### src/rtl/echo_ranger.sv
// ---------------------------------------------------------------------------
// echo_ranger
//
// HC-SR04-style ultrasonic ranging front-end. Once per PERIOD_CYCLES it fires
// a TRIG_CYCLES-wide trigger pulse, times the high phase of the returned echo
// and reports the width as whole millimetres (echo_high_cycles / MM_TICKS,
// computed with a prescaler rather than a divider), saturating at 4095.
// A missing echo, or one that never falls, reads as 4095 with no_echo set.
//
// Optional feature (compile-time macro ECHO_RANGER_MEDIAN_EN):
//   defined   - raw results enter a 3-deep history (reset to 4095) and the
//               reported distance is the registered median of the history;
//               dst_valid is delayed one cycle to match.
//   undefined - the raw result is reported directly.
//
// Ports:
//   clk        in   system clock (50 MHz nominal)
//   rst        in   synchronous, active-high reset
//   echo       in   asynchronous sensor echo line
//   trig       out  sensor trigger
//   binary_dst out  [11:0] distance in mm, 4095 = out of range / no echo
//   dst_valid  out  one-cycle strobe when binary_dst updates
//   no_echo    out  last raw measurement timed out
// ---------------------------------------------------------------------------
module echo_ranger #(
  parameter int TRIG_CYCLES   = 500,
  parameter int MM_TICKS      = 291,
  parameter int ECHO_TIMEOUT  = 1250000,
  parameter int PERIOD_CYCLES = 3000000
) (
  input  logic        clk,
  input  logic        rst,
  input  logic        echo,
  output logic        trig,
  output logic [11:0] binary_dst,
  output logic        dst_valid,
  output logic        no_echo
);

  localparam int PER_W = $clog2(PERIOD_CYCLES);
  localparam int TRG_W = $clog2(TRIG_CYCLES + 1);
  localparam int TMO_W = $clog2(ECHO_TIMEOUT + 1);
  localparam int PRE_W = $clog2(MM_TICKS + 1);

  localparam logic [11:0]      DST_MAX  = 12'hFFF;
  localparam logic [PER_W-1:0] PER_LAST = PER_W'(PERIOD_CYCLES - 1);
  localparam logic [TRG_W-1:0] TRG_LAST = TRG_W'(TRIG_CYCLES - 1);
  localparam logic [TMO_W-1:0] TMO_LAST = TMO_W'(ECHO_TIMEOUT - 1);
  localparam logic [PRE_W-1:0] PRE_LAST = PRE_W'(MM_TICKS - 1);

  typedef enum logic [2:0] {
    IDLE      = 3'd0,
    TRIG      = 3'd1,
    WAIT_RISE = 3'd2,
    MEASURE   = 3'd3,
    DONE      = 3'd4,
    TIMEOUT   = 3'd5
  } state_t;

  state_t state, state_nxt;

  logic             echo_p0, echo_p1, echo_p2;
  logic             echo_s, rise, fall;
  logic [PER_W-1:0] per_cnt;
  logic [TRG_W-1:0] trg_cnt;
  logic [TMO_W-1:0] tmo_cnt;
  logic [PRE_W-1:0] pre_cnt;
  logic [11:0]      mm_cnt;
  logic             tmo_hit;
  logic             cnt_clr, tmo_run, tick_en, meas_go, tmo_go;
  logic [11:0]      res_new;
  logic             vld_p0;

  function automatic logic [11:0] mm_sat_inc(input logic [11:0] v);
    return (v == DST_MAX) ? v : v + 12'd1;
  endfunction

  // Stage p0/p1: two-flop synchroniser; echo_p2 holds the previous echo_s
  // for edge detection.
  always_ff @(posedge clk) begin
    if (rst) begin
      echo_p0 <= 1'b0;
      echo_p1 <= 1'b0;
      echo_p2 <= 1'b0;
    end else begin
      echo_p0 <= echo;
      echo_p1 <= echo_p0;
      echo_p2 <= echo_p1;
    end
  end

  assign echo_s = echo_p1;
  assign rise   = echo_s & ~echo_p2;
  assign fall   = ~echo_s & echo_p2;

  always_ff @(posedge clk) begin
    if (rst) begin
      per_cnt <= '0;
    end else if (per_cnt == PER_LAST) begin
      per_cnt <= '0;
    end else begin
      per_cnt <= per_cnt + PER_W'(1);
    end
  end

  // The timeout counter holds the number of cycles spent since TRIG exit, so
  // TMO_LAST is the last cycle before ECHO_TIMEOUT is reached.
  assign tmo_hit = (tmo_cnt == TMO_LAST);

  always_ff @(posedge clk) begin
    if (rst) begin
      state <= IDLE;
    end else begin
      state <= state_nxt;
    end
  end

  always_comb begin
    state_nxt = state;
    cnt_clr   = 1'b0;
    tmo_run   = 1'b0;
    tick_en   = 1'b0;
    meas_go   = 1'b0;
    tmo_go    = 1'b0;
    case (state)
      IDLE: begin
        if (per_cnt == '0) state_nxt = TRIG;
      end
      TRIG: begin
        if (trg_cnt == TRG_LAST) begin
          state_nxt = WAIT_RISE;
          cnt_clr   = 1'b1;
        end
      end
      WAIT_RISE: begin
        tmo_run = 1'b1;
        if (tmo_hit) begin
          state_nxt = TIMEOUT;
          tmo_go    = 1'b1;
        end else if (rise) begin
          // The edge cycle already has echo_s high, so it is counted here.
          state_nxt = MEASURE;
          tick_en   = 1'b1;
        end
      end
      MEASURE: begin
        tmo_run = 1'b1;
        if (tmo_hit) begin
          state_nxt = TIMEOUT;
          tmo_go    = 1'b1;
        end else begin
          tick_en = echo_s;
          if (fall) begin
            state_nxt = DONE;
            meas_go   = 1'b1;
          end
        end
      end
      DONE:    state_nxt = IDLE;
      TIMEOUT: state_nxt = IDLE;
      default: state_nxt = IDLE;
    endcase
  end

  // Trigger also drops combinationally while rst is held.
  assign trig = (state == TRIG) && !rst;

  always_ff @(posedge clk) begin
    if (rst) begin
      trg_cnt <= '0;
    end else if (state == TRIG) begin
      trg_cnt <= trg_cnt + TRG_W'(1);
    end else begin
      trg_cnt <= '0;
    end
  end

  always_ff @(posedge clk) begin
    if (rst || cnt_clr) begin
      tmo_cnt <= '0;
    end else if (tmo_run) begin
      tmo_cnt <= tmo_cnt + TMO_W'(1);
    end
  end

  // Prescaler divides echo-high cycles by MM_TICKS; mm_cnt is the quotient.
  always_ff @(posedge clk) begin
    if (rst || cnt_clr) begin
      pre_cnt <= '0;
      mm_cnt  <= '0;
    end else if (tick_en) begin
      if (pre_cnt == PRE_LAST) begin
        pre_cnt <= '0;
        mm_cnt  <= mm_sat_inc(mm_cnt);
      end else begin
        pre_cnt <= pre_cnt + PRE_W'(1);
      end
    end
  end

  assign res_new = meas_go ? mm_cnt : DST_MAX;

`ifdef ECHO_RANGER_MEDIAN_EN
  logic [11:0] hist0_p0, hist1_p0, hist2_p0;
  logic [11:0] dst_p1;
  logic        vld_p1;

  function automatic logic [11:0] median3(input logic [11:0] a,
                                          input logic [11:0] b,
                                          input logic [11:0] c);
    logic [11:0] lo, hi;
    lo = (a < b) ? a : b;
    hi = (a < b) ? b : a;
    return (c < lo) ? lo : ((c > hi) ? hi : c);
  endfunction

  // Stage p0: raw result shifts into the history.
  always_ff @(posedge clk) begin
    if (rst) begin
      hist0_p0 <= DST_MAX;
      hist1_p0 <= DST_MAX;
      hist2_p0 <= DST_MAX;
      vld_p0   <= 1'b0;
      no_echo  <= 1'b0;
    end else begin
      vld_p0 <= meas_go | tmo_go;
      if (meas_go || tmo_go) begin
        hist0_p0 <= res_new;
        hist1_p0 <= hist0_p0;
        hist2_p0 <= hist1_p0;
        no_echo  <= tmo_go;
      end
    end
  end

  // Stage p1: registered median of the three most recent results.
  always_ff @(posedge clk) begin
    if (rst) begin
      dst_p1 <= DST_MAX;
      vld_p1 <= 1'b0;
    end else begin
      vld_p1 <= vld_p0;
      if (vld_p0) dst_p1 <= median3(hist0_p0, hist1_p0, hist2_p0);
    end
  end

  assign binary_dst = dst_p1;
  assign dst_valid  = vld_p1;
`else
  logic [11:0] res_p0;

  // Stage p0: raw result register.
  always_ff @(posedge clk) begin
    if (rst) begin
      res_p0  <= DST_MAX;
      vld_p0  <= 1'b0;
      no_echo <= 1'b0;
    end else begin
      vld_p0 <= meas_go | tmo_go;
      if (meas_go || tmo_go) begin
        res_p0  <= res_new;
        no_echo <= tmo_go;
      end
    end
  end

  assign binary_dst = res_p0;
  assign dst_valid  = vld_p0;
`endif

endmodule
### config.mk
export PLATFORM = sky130hd
export DESIGN_NAME = echo_ranger
export DESIGN_NICKNAME = d
export VERILOG_FILES = /design/src/rtl/echo_ranger.sv
export SDC_FILE = /design/constraint.sdc
export NUM_CORES = 1
export LEC_CHECK = 0
export CAP_MARGIN = 25
export CELL_PAD_IN_SITES_DETAIL_PLACEMENT = 1
export CELL_PAD_IN_SITES_GLOBAL_PLACEMENT = 1
export CORE_UTILIZATION = 47
export DETAILED_ROUTE_END_ITERATION = 10
export GPL_TIMING_DRIVEN = 1
export PLACE_DENSITY = 0.75
export SYNTH_ARGS = -nofsm -noshare
export SYNTH_HDL_FRONTEND = slang
export SYNTH_SLANG_ARGS = --single-unit
### constraint.sdc
create_clock -name clk -period 2.8 [get_ports clk]
set_input_delay 0.7 -clock clk [delete_from_list [all_inputs] [get_ports clk]]
set_output_delay 0.7 -clock clk [all_outputs]
set_load 0.03 [all_outputs]
==> results.sh, run 1 <==
export IMPL_clk_path_buf_depth=2
export IMPL_die_area_um2=9458
export IMPL_hold_path_class="reg2reg"
export IMPL_via_per_inst=5.726
export IMPL_cp_max_fo=4
export IMPL_numPortBuffers=17
export IMPL_root_buffer="clkbuf_8"
export IMPL_gp_congestion=0.7799
export IMPL_hold_viol_final=0
export IMPL_worstSetupStartpointType="input port"
export IMPL_syn_nets=478
export IMPL_yosys_area_top_type="dfxtp_1"
export IMPL_grt_pass1_wl_um=17460
export IMPL_cts_tree="yes"
export IMPL_fp_dieH_um=97.25
export IMPL_period_needed_ns=2.404
export IMPL_yosys_cell_count_top_type="dfxtp_1"
export IMPL_rsz0062_at_grt="no"
export IMPL_synth_commonest_cells="dfxtp_1, nor2_1, xnor2_1"
export IMPL_synth_cell_area_um2=4264
export IMPL_synth_edf_count=0
export IMPL_ys_seq_area_frac=0.4366
export IMPL_path_class="in2out"
export IMPL_synth_top_area_frac=0.4366
export IMPL_yosys_cell_types_count=56
export IMPL_grt_use_total=0.2275
export IMPL_fillers=1025
export IMPL_synth_flop_cell="dfxtp_1"
export IMPL_post_dp_cell_area_um2=4547
export IMPL_drc=0
export IMPL_arrival_ns=1.70
export IMPL_cts_buffers=9
export IMPL_rows=34
export IMPL_tightest_slew_ns=0.6036
export IMPL_ios=18
export IMPL_outcome="completed"
export IMPL_p_per_area_nw_per_um2=575.9
export IMPL_finalCritPeriodShare=0.8587
export IMPL_p_leak_nw=1.616
export IMPL_cts_hold_buf=0
export IMPL_firstDrtPassIters=4
export IMPL_core_area_um2=8763
export IMPL_cap_viol_max_count=0
export IMPL_final_setup_skew_ns=0.007811
export IMPL_ir_drop_v=0.0003189
export IMPL_drt_wl_total_um=9870
export IMPL_grt_pass1_vias=3568
export IMPL_clk_transition_reported_paths_ns=0.09
export IMPL_r2r_cells=6
export IMPL_postLayoutCellArea_um2=4795
export IMPL_synthArstFlopShare=0
export IMPL_synth_area_leaders="dfxtp_1, xnor2_1, nor2_1"
export IMPL_yosysWarnings=0
export IMPL_cp_required_ns=2.10
export IMPL_postCtsResizedCells=0
export IMPL_seq_area_um2=1862
export IMPL_setup_viol=0
export IMPL_multi_input_area_um2=2258
export IMPL_synth_seq_cells=93
export IMPL_htree_num_levels=3
export IMPL_fin_tns_setup_ns=0
export IMPL_detail_route_wl_per_cell_um=16.40
export IMPL_max_slew_margin=0.5921
export IMPL_netlist_instances=468
export IMPL_cts_sinks=93
export IMPL_stdcell_count=602
export IMPL_antenna_found_initial=0
export IMPL_clk_latency_ns=0.36
export IMPL_hold_depth=1
export IMPL_grt_ovfl_total=0
export IMPL_fp_dieW_um=97.25
export IMPL_drive_gt1_frac=0.07692
export IMPL_fmax_mhz=415.9
export IMPL_vias=3447
export IMPL_place_inst=585
export IMPL_syn_area_per_cell_um2=9.111
export IMPL_drt_iter0_markers=126
export IMPL_post_cts_setup_buffers=0
export IMPL_place_hpwl_um=6978
export IMPL_critPathCaptureType="primary output"
export IMPL_diodes=0
export IMPL_postRouteAntennaNets=0
export IMPL_grt_max_degree=22
export IMPL_slew_viol_final=0
export IMPL_nets=499
export IMPL_start_util=0.4866
export IMPL_synthToLayoutAreaGrowth_pct=12.44
==> cell usage in the layout, fill, tap and decap left out, types with 2 or more instances in the layout <==
cell type	instances
buf_4	11
nor2b_1	6
nand2_1	30
and3_1	12
mux2i_1	6
ha_1	7
nand4_1	16
o21ai_0	8
nor3b_1	3
or3_1	8
a2111oi_1	3
clkbuf_8	10
a21oi_1	13
clkbuf_1	2
nor4bb_1	2
dfxtp_1	93
a41o_1	2
a31o_1	2
nor3_1	13
a311oi_1	2
nor2_1	67
a31oi_1	5
o22a_1	12
xnor2_1	34
inv_1	15
a2111oi_2	2
clkdlybuf4s50_1	16
and2_1	2
xor2_1	15
and4_1	7
nand2b_1	8
nor4_1	11
nand3_1	21
bufinv_16	3
nor4b_1	4
==> logic make-up (layout without fill, tap and decap cells) <==
logic type,count (synthesis),after routing,synth area share
buffers and inverters,32,58,0.03374
flip-flops,93,93,0.4366
adder cells (fa/ha/maj),7,7,0.02054
AO/OA/AOI/OAI,59,59,0.1103
XOR/XNOR,49,49,0.1006
AND/OR/NAND/NOR,221,221,0.2814
multiplexers,7,7,0.01673
==> per-layer routing <==
metal  global-route usage  vias up  part of all wire
li1                     -     1707                 -
met1               0.3119     1697              0.51
met2               0.3651       32              0.46
met3              0.04317       11             0.023
met4              0.06787        0             0.011
met5                    0        -                 0
==> layout make-up <==
cell class	instances	area share
clock buffers	12	0.03027
inverters	15	0.01174
flip-flops and latches	93	0.3883
multi-input cells	343	0.4710
well taps	108	0.02818
repair buffers	27	0.05063
clock inverters	4	0.01983
==> sequential cells by signal (all words and copies together), names as in the netlist, 3 cells and up <==
name,count
binary_dst,12
mm_cnt,12
per_cnt,22
pre_cnt,9
state,3
tmo_cnt,21
trg_cnt,9
==> final timing paths <==
path / startpoint / endpoint / slack (ns)
max: rst / trig / 0.40
min: trg_cnt[0]$_SDFF_PN0_ / trg_cnt[0]$_SDFF_PN0_ / 0.45
max reg2reg: trg_cnt[0]$_SDFF_PN0_ / dst_valid$_SDFF_PP0_ / 0.57
min reg2reg: trg_cnt[0]$_SDFF_PN0_ / trg_cnt[0]$_SDFF_PN0_ / 0.45
==> critical path, cell delays in order <==
cell,delay [ns]
clkdlybuf4s50_1,0.48
nor2b_1,0.21
nand2_1,0.10
inv_1,0.07
buf_4,0.15
==> metrics by stage <==
stage                     utilization  worst slack [ns]  hold slack (ns)  power [W]
after floorplan                     -            0.7814           0.4130   0.001623
after global placement         0.5188            0.4356           0.4235   0.001697
after detailed placement       0.5188            0.2346           0.4367   0.001708
after CTS                      0.5463            0.2313           0.4551   0.002798
after global routing           0.5471            0.2895           0.4779   0.002881
final                          0.5471            0.3958           0.4461   0.002761
==> power by group <==
| part | total, W | leakage [nW] | switching, W | internal, W |
|---|---|---|---|---|
| Combinational | 0.000273 | 0.745 | 0.000157 | 0.000116 |
| Clock | 0.00108 | 0.121 | 0.000466 | 0.000618 |
| Sequential | 0.00140 | 0.751 | 0.0000479 | 0.00136 |
| Total | 0.00276 | 1.62 | 0.000671 | 0.00209 |
Note: power is estimated with default switching activity, not from simulation.
==> run 2, diff against run 1 <==
RECOVER_POWER = 25   (was not set)
==> run 2 against run 1 <==
Count of clock-buffer cells in the layout did not move. Cell area fell by 0.16%. Die area did not move. Sequential power about the same. Largest power group unchanged.
==> results.sh, run 2 (synthesis results as in run 1) <==
export IMPL_grt_pass1_wl_um=17460
export IMPL_place_ws_ns=0.2346
export IMPL_regMostFlops="per_cnt"
export IMPL_final_common_cell="dfxtp_1"
export IMPL_drc=0
export IMPL_grt_ovfl_total=0
export IMPL_place_hpwl_um=6978
export IMPL_gp_congestion=0.7799
export IMPL_fmax_mhz=398.2
export IMPL_drt_wl_total_um=9866
export IMPL_clk_path_buf_depth=2
export IMPL_hold_viol_final=0
export IMPL_core_area_um2=8763
export IMPL_p_int_w=0.002086
export IMPL_drive_gt1_frac=0.07085
export IMPL_critPathCaptureType="primary output"
export IMPL_clk_latency_ns=0.36
export IMPL_start_util=0.4866
export IMPL_rsz0062_at_grt="no"
export IMPL_p_leak_nw=1.609
export IMPL_drt_iter0_markers=131
export IMPL_fin_tns_setup_ns=0
export IMPL_antenna_found_initial=0
export IMPL_p_comb_frac=0.097
export IMPL_postCtsResizedCells=0
export IMPL_tightest_slew_ns=0.7352
export IMPL_postRouteAntennaNets=0
export IMPL_hold_path_class="reg2reg"
export IMPL_arrival_ns=1.81
export IMPL_setup_viol=0
export IMPL_worstSetupStartpointType="input port"
export IMPL_diodes=0
export IMPL_cts_hold_buf=0
export IMPL_fp_dieW_um=97.25
export IMPL_grt_pass1_vias=3568
export IMPL_r2r_start="trg_cnt[0]$_SDFF_PN0_"
export IMPL_cap_viol_max_count=0
export IMPL_reg2reg_setup_slack_ns=0.54
export IMPL_largest_register_ffs=22
export IMPL_outcome="completed"
export IMPL_root_buffer="clkbuf_8"
export IMPL_final_setup_skew_ns=0.007983
export IMPL_period_needed_ns=2.511
export IMPL_path_class="in2out"
export IMPL_post_cts_setup_buffers=0
export IMPL_rows=34
export IMPL_ir_drop_v=0.0003188
export IMPL_synthToLayoutAreaGrowth_pct=12.27
export IMPL_r2r_cells=6
export IMPL_clk_transition_reported_paths_ns=0.09
export IMPL_power_switching_w=0.0006697
export IMPL_switching_share=0.2430
export IMPL_drt_met1_wl_um=4954
export IMPL_cp_required_ns=2.10
export IMPL_firstDrtPassIters=4
export IMPL_via_per_inst=5.739
export IMPL_cts_sinks=93
export IMPL_cts_buffers=9
export IMPL_nets=499
export IMPL_reg_largest_list="per_cnt x22, tmo_cnt x21"
export IMPL_vias=3455
export IMPL_p_per_area_nw_per_um2=575.7
export IMPL_endpoint="trig"
export IMPL_numPortBuffers=17
export IMPL_pwr_share_clk=0.393
export IMPL_reg2reg_to="dst_valid$_SDFF_PP0_"
export IMPL_wl_met3_um=262
export IMPL_detail_route_wl_per_cell_um=16.39
export IMPL_cts_tree="yes"
export IMPL_finalCritPeriodShare=0.8969
export IMPL_fp_dieH_um=97.25
export IMPL_final_cell_mix="dfxtp_1, nor2_1, xnor2_1"
export IMPL_slew_viol_final=0
export IMPL_seqPwrFrac=0.509
export IMPL_htree_num_levels=3
export IMPL_cp_max_fo=4
export IMPL_crit_start="rst"
export IMPL_grt_use_total=0.2275
export IMPL_ios=18
export IMPL_met2WireLength_um=4535
export IMPL_highest_layer="met4"
export IMPL_die_area_um2=9458
export IMPL_grt_max_degree=22
export IMPL_max_slew_margin=0.5099
export IMPL_fin_ws_ns=0.2888
## run 2: cell types whose count changed in the layout (fill, tap and decap cells not counted)
cell             previous run  this run
a31o_1                      2         3
a31o_2                      1         0
buf_4                      11         9
clkbuf_1                    2         4
clkdlybuf4s50_1            16        15
dlygate4sd3_1               0         1
## run 2: per-stage QoR
| stage | hold slack (ns) | power [W] | std cells | area [um^2] | util |
|---|---|---|---|---|---|
| floorplan | 0.4130 | 0.001623 | 468 | 4264 | - |
| global placement | 0.4235 | 0.001697 | 585 | 4547 | 0.5188 |
| detailed placement | 0.4367 | 0.001708 | 585 | 4547 | 0.5188 |
| CTS | 0.4551 | 0.002798 | 601 | 4787 | 0.5463 |
| global route | 0.4790 | 0.002877 | 602 | 4787 | 0.5463 |
| finish | 0.4480 | 0.002756 | 602 | 4787 | 0.5463 |
## run 2: power by group through the flow
stage / logic, W / registers, W / clock network [W]
final: 0.000268 / 0.00140 / 0.00108
after global routing: 0.000301 / 0.00141 / 0.00116
after CTS: 0.000273 / 0.00141 / 0.00112
after detailed placement: 0.000273 / 0.00144 / 0
after global placement: 0.000264 / 0.00143 / 0
after floorplan: 0.000207 / 0.00142 / 0
## run 2: final cells by class
class	count	area [um^2]
clock buffers	12	145.1
multi-input cells	343	2258
flip-flops and latches	93	1862
inverters	15	56.30
clock inverters	4	95.09
well taps	108	135.1
repair buffers	27	235.2
fillers	1028	3976
## run 2: layer usage
metal | up-vias | global-route usage
li1 | 1707 | -
met1 | 1696 | 0.3119
met2 | 41 | 0.3651
met3 | 11 | 0.04317
met4 | 0 | 0.06787
met5 | - | 0
## run 2: worst min-delay path by stage
| stage | from | end | slack [ns] | cells after the start |
|---|---|---|---|---|
| global placement | echo_p0$_SDFF_PP0_ | echo_p1$_SDFF_PP0_ | 0.42 | 1 |
| CTS | trg_cnt[0]$_SDFF_PN0_ | trg_cnt[0]$_SDFF_PN0_ | 0.46 | 1 |
| finish | trg_cnt[0]$_SDFF_PN0_ | trg_cnt[0]$_SDFF_PN0_ | 0.45 | 1 |
| global route | trg_cnt[0]$_SDFF_PN0_ | trg_cnt[0]$_SDFF_PN0_ | 0.48 | 1 |
| floorplan | trg_cnt[0]$_SDFF_PN0_ | trg_cnt[0]$_SDFF_PN0_ | 0.41 | 1 |
| detailed placement | trg_cnt[0]$_SDFF_PN0_ | trg_cnt[0]$_SDFF_PN0_ | 0.44 | 1 |
## run 2: critical path, stage by stage
cell	delay, ns
dlygate4sd3_1	0.60
nor2b_1	0.20
nand2_1	0.09
inv_1	0.07
buf_4	0.15
==> run 3, diff against run 2 <==
CTS_CLUSTER_SIZE = 28   (was not set)
==> results of run 3 <==
Same layout as run 2: the final DEF is identical, and so are final timing and power.
